File: src/rtl/bmem_arbiter.sv
// Two-client bmem arbiter: icache reads and dcache reads/writes share one burst memory port.
// Whole transactions are serialized with round-robin on ties; return beats reach only the owner.
module bmem_arbiter #(
  parameter int BURST_LEN = 4
) (
  input  logic        clk,
  input  logic        rst,
  input  logic [31:0] i_bmem_addr,
  input  logic        i_bmem_read,
  output logic        i_bmem_ready,
  output logic [31:0] i_bmem_raddr,
  output logic [63:0] i_bmem_rdata,
  output logic        i_bmem_rvalid,
  input  logic [31:0] d_bmem_addr,
  input  logic        d_bmem_read,
  input  logic        d_bmem_write,
  input  logic [63:0] d_bmem_wdata,
  output logic        d_bmem_ready,
  output logic [31:0] d_bmem_raddr,
  output logic [63:0] d_bmem_rdata,
  output logic        d_bmem_rvalid,
  output logic [31:0] bmem_addr,
  output logic        bmem_read,
  output logic        bmem_write,
  output logic [63:0] bmem_wdata,
  input  logic        bmem_ready,
  input  logic [31:0] bmem_raddr,
  input  logic [63:0] bmem_rdata,
  input  logic        bmem_rvalid
);
  localparam int CW = $clog2(BURST_LEN) + 1;
  localparam logic [CW-1:0] LAST_BEAT = CW'(BURST_LEN - 1);

  typedef enum logic [2:0] {IDLE, GNT_I_RD, GNT_D_RD, GNT_D_WR, WAIT_I, WAIT_D} state_t;

  state_t        state_q, state_d;
  logic          last_gnt_q, last_gnt_d;
  logic [CW-1:0] beat_cnt_q, beat_cnt_d;
  logic          i_req, d_req, pick_d;

  assign i_req  = i_bmem_read;
  assign d_req  = d_bmem_read | d_bmem_write;
  // On a tie the client that did not win the previous grant goes first.
  assign pick_d = d_req & (~i_req | ~last_gnt_q);

  always_comb begin
    state_d    = state_q;
    last_gnt_d = last_gnt_q;
    beat_cnt_d = beat_cnt_q;
    case (state_q)
      IDLE: begin
        if (i_req | d_req) begin
          beat_cnt_d = '0;
          last_gnt_d = pick_d;
          if (!pick_d)          state_d = GNT_I_RD;
          else if (d_bmem_write) state_d = GNT_D_WR;
          else                   state_d = GNT_D_RD;
        end
      end
      GNT_I_RD: begin
        if (bmem_ready) begin
          state_d    = WAIT_I;
          beat_cnt_d = '0;
        end
      end
      GNT_D_RD: begin
        if (bmem_ready) begin
          state_d    = WAIT_D;
          beat_cnt_d = '0;
        end
      end
      GNT_D_WR: begin
        if (d_bmem_write & bmem_ready) begin
          beat_cnt_d = beat_cnt_q + CW'(1);
          if (beat_cnt_q == LAST_BEAT) state_d = IDLE;
        end
      end
      WAIT_I, WAIT_D: begin
        if (bmem_rvalid) begin
          beat_cnt_d = beat_cnt_q + CW'(1);
          if (beat_cnt_q == LAST_BEAT) state_d = IDLE;
        end
      end
      default: state_d = IDLE;
    endcase
  end

  always_ff @(posedge clk) begin
    if (rst) begin
      state_q    <= IDLE;
      last_gnt_q <= 1'b1;
      beat_cnt_q <= '0;
    end else begin
      state_q    <= state_d;
      last_gnt_q <= last_gnt_d;
      beat_cnt_q <= beat_cnt_d;
    end
  end

  // Return data is broadcast; only rvalid carries ownership.
  assign i_bmem_raddr = bmem_raddr;
  assign i_bmem_rdata = bmem_rdata;
  assign d_bmem_raddr = bmem_raddr;
  assign d_bmem_rdata = bmem_rdata;

  always_comb begin
    bmem_addr     = '0;
    bmem_read     = 1'b0;
    bmem_write    = 1'b0;
    bmem_wdata    = '0;
    i_bmem_ready  = 1'b0;
    d_bmem_ready  = 1'b0;
    i_bmem_rvalid = 1'b0;
    d_bmem_rvalid = 1'b0;
    case (state_q)
      GNT_I_RD: begin
        bmem_addr    = i_bmem_addr;
        bmem_read    = i_bmem_read;
        i_bmem_ready = bmem_ready;
      end
      GNT_D_RD: begin
        bmem_addr    = d_bmem_addr;
        bmem_read    = d_bmem_read;
        d_bmem_ready = bmem_ready;
      end
      GNT_D_WR: begin
        bmem_addr    = d_bmem_addr;
        bmem_write   = d_bmem_write;
        bmem_wdata   = d_bmem_wdata;
        d_bmem_ready = bmem_ready;
      end
      WAIT_I:  i_bmem_rvalid = bmem_rvalid;
      WAIT_D:  d_bmem_rvalid = bmem_rvalid;
      default: ;
    endcase
  end
endmodule

File: config.mk
export PLATFORM = sky130hd
export DESIGN_NAME = bmem_arbiter
export DESIGN_NICKNAME = d
export VERILOG_FILES = /design/src/rtl/bmem_arbiter.sv
export SDC_FILE = /design/constraint.sdc
export NUM_CORES = 1
export LEC_CHECK = 0
export CAP_MARGIN = 20
export CORE_AREA = 2 2 207 209
export CTS_CLUSTER_SIZE = 12
export DETAILED_ROUTE_END_ITERATION = 16
export DIE_AREA = 0 0 209 211
export PLACE_DENSITY = 0.32
export REMOVE_ABC_BUFFERS = 1
export SLEW_MARGIN = 15
export SYNTH_ARGS = -nofsm -noshare
export SYNTH_HDL_FRONTEND = slang
export SYNTH_SLANG_ARGS = --single-unit
File: constraint.sdc
create_clock -name clk -period 1.9 [get_ports clk]
set_clock_uncertainty 0.1 [all_clocks]
set_input_delay 0.38 -clock clk [delete_from_list [all_inputs] [get_ports clk]]
set_output_delay 0.38 -clock clk [all_outputs]
set_load 0.1 [all_outputs]
==> summary.txt <==
Status
  • Status: finished with violations
  • Violated checks: setup timing

Global routing
  • Vias in the first global route: 3097
  • Antenna violations before repair: 0
  • M3 GR Usage: 0.204
  • GRT met2 Usage: 0.387
  • Total Routing Usage GR: 0.202
  • Remaining Overflow, GRT: 0
  • Global route hottest layer: met2
  • M1 GR Usage: 0.115
  • Largest net degree at the start of global routing: 73
  • First-pass GRT wire length: 53500 µm

STA
  • Tcrit/Tclk final: 1.11
  • Rel. slew slack: 0.763
  • PnR worst setup slack: -0.207 ns
  • Max Freq: 475 MHz
  • Slew at the pin closest to its max-slew limit: 0.356 ns
  • Final Hold Vio Count: 0
  • Max Slew Vio Count: 0
  • WHS: 0.353 ns
  • Setup Viol. Count Final: 102
  • Unrepaired setup endpoints after global routing: true
  • Min Tclk post-route: 2.11 ns

Layout
  • Layout area overhead: 144%
  • Fillers: 4620
  • Register area: 149 µm²
  • Nets: 682
  • Area of the multi-input gates: 1650 µm²
  • Diodes inserted: 0
  • Finished Cell Area: 6630 µm²
  • Share of cells above drive strength 1: 0.583

Pwr
  • Sequential share of power: 0.031
  • Pwr Total: 0.00852 W
  • Clk network pwr share: 0.043
  • PD cells: 1280 nW/µm²
  • P_leak: 2.49 nW
  • Switching Share: 0.548
  • Worst IR Drop VDD: 472 µV
  • P_sw: 0.00467 W
  • Internal power: 0.00385 W
  • Combinational share of power: 0.927

Run
  • Max-Cap Viols: 0

Logic synthesis
  • Share of the synthesized area in the top cell type: 0.530
  • Mapped Cells: 376
  • Syn Area/Cell: 7.23 µm²
  • Most used flip-flop cell after synthesis: dfxtp_1
  • Yosys reg bits: 7
  • YS warnings: 0
  • Area leader, netlist: buf_4
  • Post-synth EDFFs: 0
  • Mapped Area: 2720 µm²
  • Area contributors post-synth: buf_4 53%, and3_1 15%, a22o_1 10%, dfxtp_1 5.2%, clkbuf_1 3.2%
  • Sequential area share after synthesis: 0.0516
  • Ys async rst share: 0
  • Post-synth top cells: 192 x buf_4, 65 x and3_1, 32 x a22o_1
  • Post-synth cell types: 29
  • Count leader, synth: buf_4

Routing
  • DRT antenna net count: 0
  • DR iter-0 viols: 229
  • DRC: 0
  • Routed vias/inst: 3.32
  • Post-Route WL: 47500 µm
  • TritonRoute pass-1 iters: 4
  • Avg WL per Cell: 48.1 µm
  • Total number of vias: 3281

Placed design
  • Post-DP HPWL: 42100 µm
  • Area after DPL: 5530 µm²
  • Gp weighted congestion: 0.812
  • Port Buffer Count: 236

Setup path
  • Cells along the critical path: buf_6 > nand2b_4 > nor2_4 > buf_12 > buf_16 > a22o_1 > buf_12
  • Crit path to: bmem_addr[17]
  • Worst path slowest cell: dfxtp_4
  • Critical path type: register to primary output
  • Worst Setup Start Kind: register
  • Top delay family on crit path: buffers and inverters
  • Worst r2r src: state_q[1]
  • Crit path buffers/inverters: 4
  • Worst Setup SP: state_q[1]
  • Setup crit end kind: primary output
  • Critical Path Fanout Max: 8
  • Critical path required time: 1.42 ns
  • R2R Setup Slk: -0.17 ns
  • Most used cell, CP: buf_12
  • R2R Path End: state_q[2]
  • Worst EP arrival: 1.63 ns
  • Cell count along the critical path: 7
  • Worst stage delay on the critical path: 0.35 ns
  • R2R depth: 6

Clock network
  • TritonCTS clock tree: built
  • Num CTS Buffers: 3
  • Sinks on the clock net: 7
  • Post-CTS Hold Buffers: 0
  • Worst skew pair latency: 0.23 ns
  • H-tree depth: 1
  • Reg clk slew, reported paths: 0.04 ns
  • Clock buffer depth: 2
  • Root buffer cell: clkbuf_16

Die
  • Die area: 44100 µm²
  • # IOs: 525
  • Core Box Area: 41800 µm²
  • Die width: 209 µm
  • Initial core utilization: 0.0651
  • Row cnt: 75
  • Die Height: 211 µm

Hold path
  • Hold crit path type: register to register
==> cell type report <==
type                       count  share of cell area
timing repair buffer         284               0.614
clock buffer                   4              0.0119
sequential                     7              0.0224
inverter                       2             0.00113
multi-input combinational    151               0.249
tap                          539               0.102
==> layer usage <==
layer | vias to the layer above | wire (µm)
met4 | 12 | 1750
li1 | 1231 | -
met3 | 54 | 9780
met5 | - | 586
met1 | 1435 | 9890
met2 | 549 | 25500
==> power groups by stage <==
stage | sequential, W | clock (W) | combinational [W]
after CTS | 0.000260 | 0.000373 | 0.00722
after global placement | 0.000259 | 0 | 0.00659
final | 0.000261 | 0.000364 | 0.00790
after global routing | 0.000268 | 0.000385 | 0.00813
after floorplan | 0.000311 | 0 | 0.00361
after detailed placement | 0.000258 | 0 | 0.00656
==> kinds of logic after synthesis <==
kind of cell             count (synthesis)  share of synthesized area
AO/OA/AOI/OAI                           42                      0.128
multiplexers                             5                     0.0203
buffers and inverters                  218                      0.567
flip-flops                               7                     0.0516
adder cells (fa/ha/maj)                  2                    0.00921
AND/OR/NAND/NOR                        102                      0.224
==> cell usage in the layout (no fill, tap or decap), types with 2 or more instances in the layout <==
cell and instances:
buf_6 8, dfxtp_1 4, clkbuf_16 9, and2_4 2, mux2i_1 4, buf_8 4, nand2b_1 3, buf_12 112
a22o_1 5, dlygate4sd2_1 2, and3_4 66, a22o_4 27, dfxtp_4 2, ha_1 2, nor2_1 6, buf_16 2
inv_1 2, nand3b_1 3, nand2_1 9, nor2b_1 2, clkdlybuf4s50_1 132, buf_4 18, a21oi_1 3
==> tightest hold or removal path: stages, from the launching register on <==
cell	delay [ns]
dfxtp_1	0.30
nand2_1	0.05
mux2i_1	0.05
==> timing repair <==
item	in CTS	in global routing
resized for setup	66	64
setup endpoints to repair	100	106
cloned	3	7
pin swaps	30	50
setup buffers	8	6
hold endpoints to repair	0	0
==> worst min-delay path by stage <==
| stage | start | cells after the start | end | slack [ns] |
|---|---|---|---|---|
| 6_report | beat_cnt_q[2] | 2 | beat_cnt_q[2] | 0.35 |
| 5_1_grt | beat_cnt_q[2] | 2 | beat_cnt_q[2] | 0.39 |
| 4_1_cts | beat_cnt_q[2] | 2 | beat_cnt_q[2] | 0.36 |
| 3_5_place_dp | beat_cnt_q[2] | 2 | beat_cnt_q[2] | 0.36 |
| 3_3_place_gp | beat_cnt_q[1] | 2 | beat_cnt_q[1] | 0.35 |
| 2_1_floorplan | beat_cnt_q[2] | 2 | beat_cnt_q[2] | 0.34 |
==> metrics by stage <==
step                      setup TNS (ns)  cells  setup slack, ns  utilization
final                             -14.29    987           -0.207        0.159
after global routing              -19.17    987           -0.247        0.159
after CTS                         -16.10    977           -0.207        0.145
after detailed placement           -6.24    962           -0.225        0.132
after global placement             -5.21    962           -0.250        0.132
after floorplan                  -260.49    160            -2.59            -
==> flip-flops by register name (all words and copies together), names as in the netlist <==
name and count:
state_q 3, beat_cnt_q 3, last_gnt_q 1
Note: power is estimated with default switching activity, not from simulation.
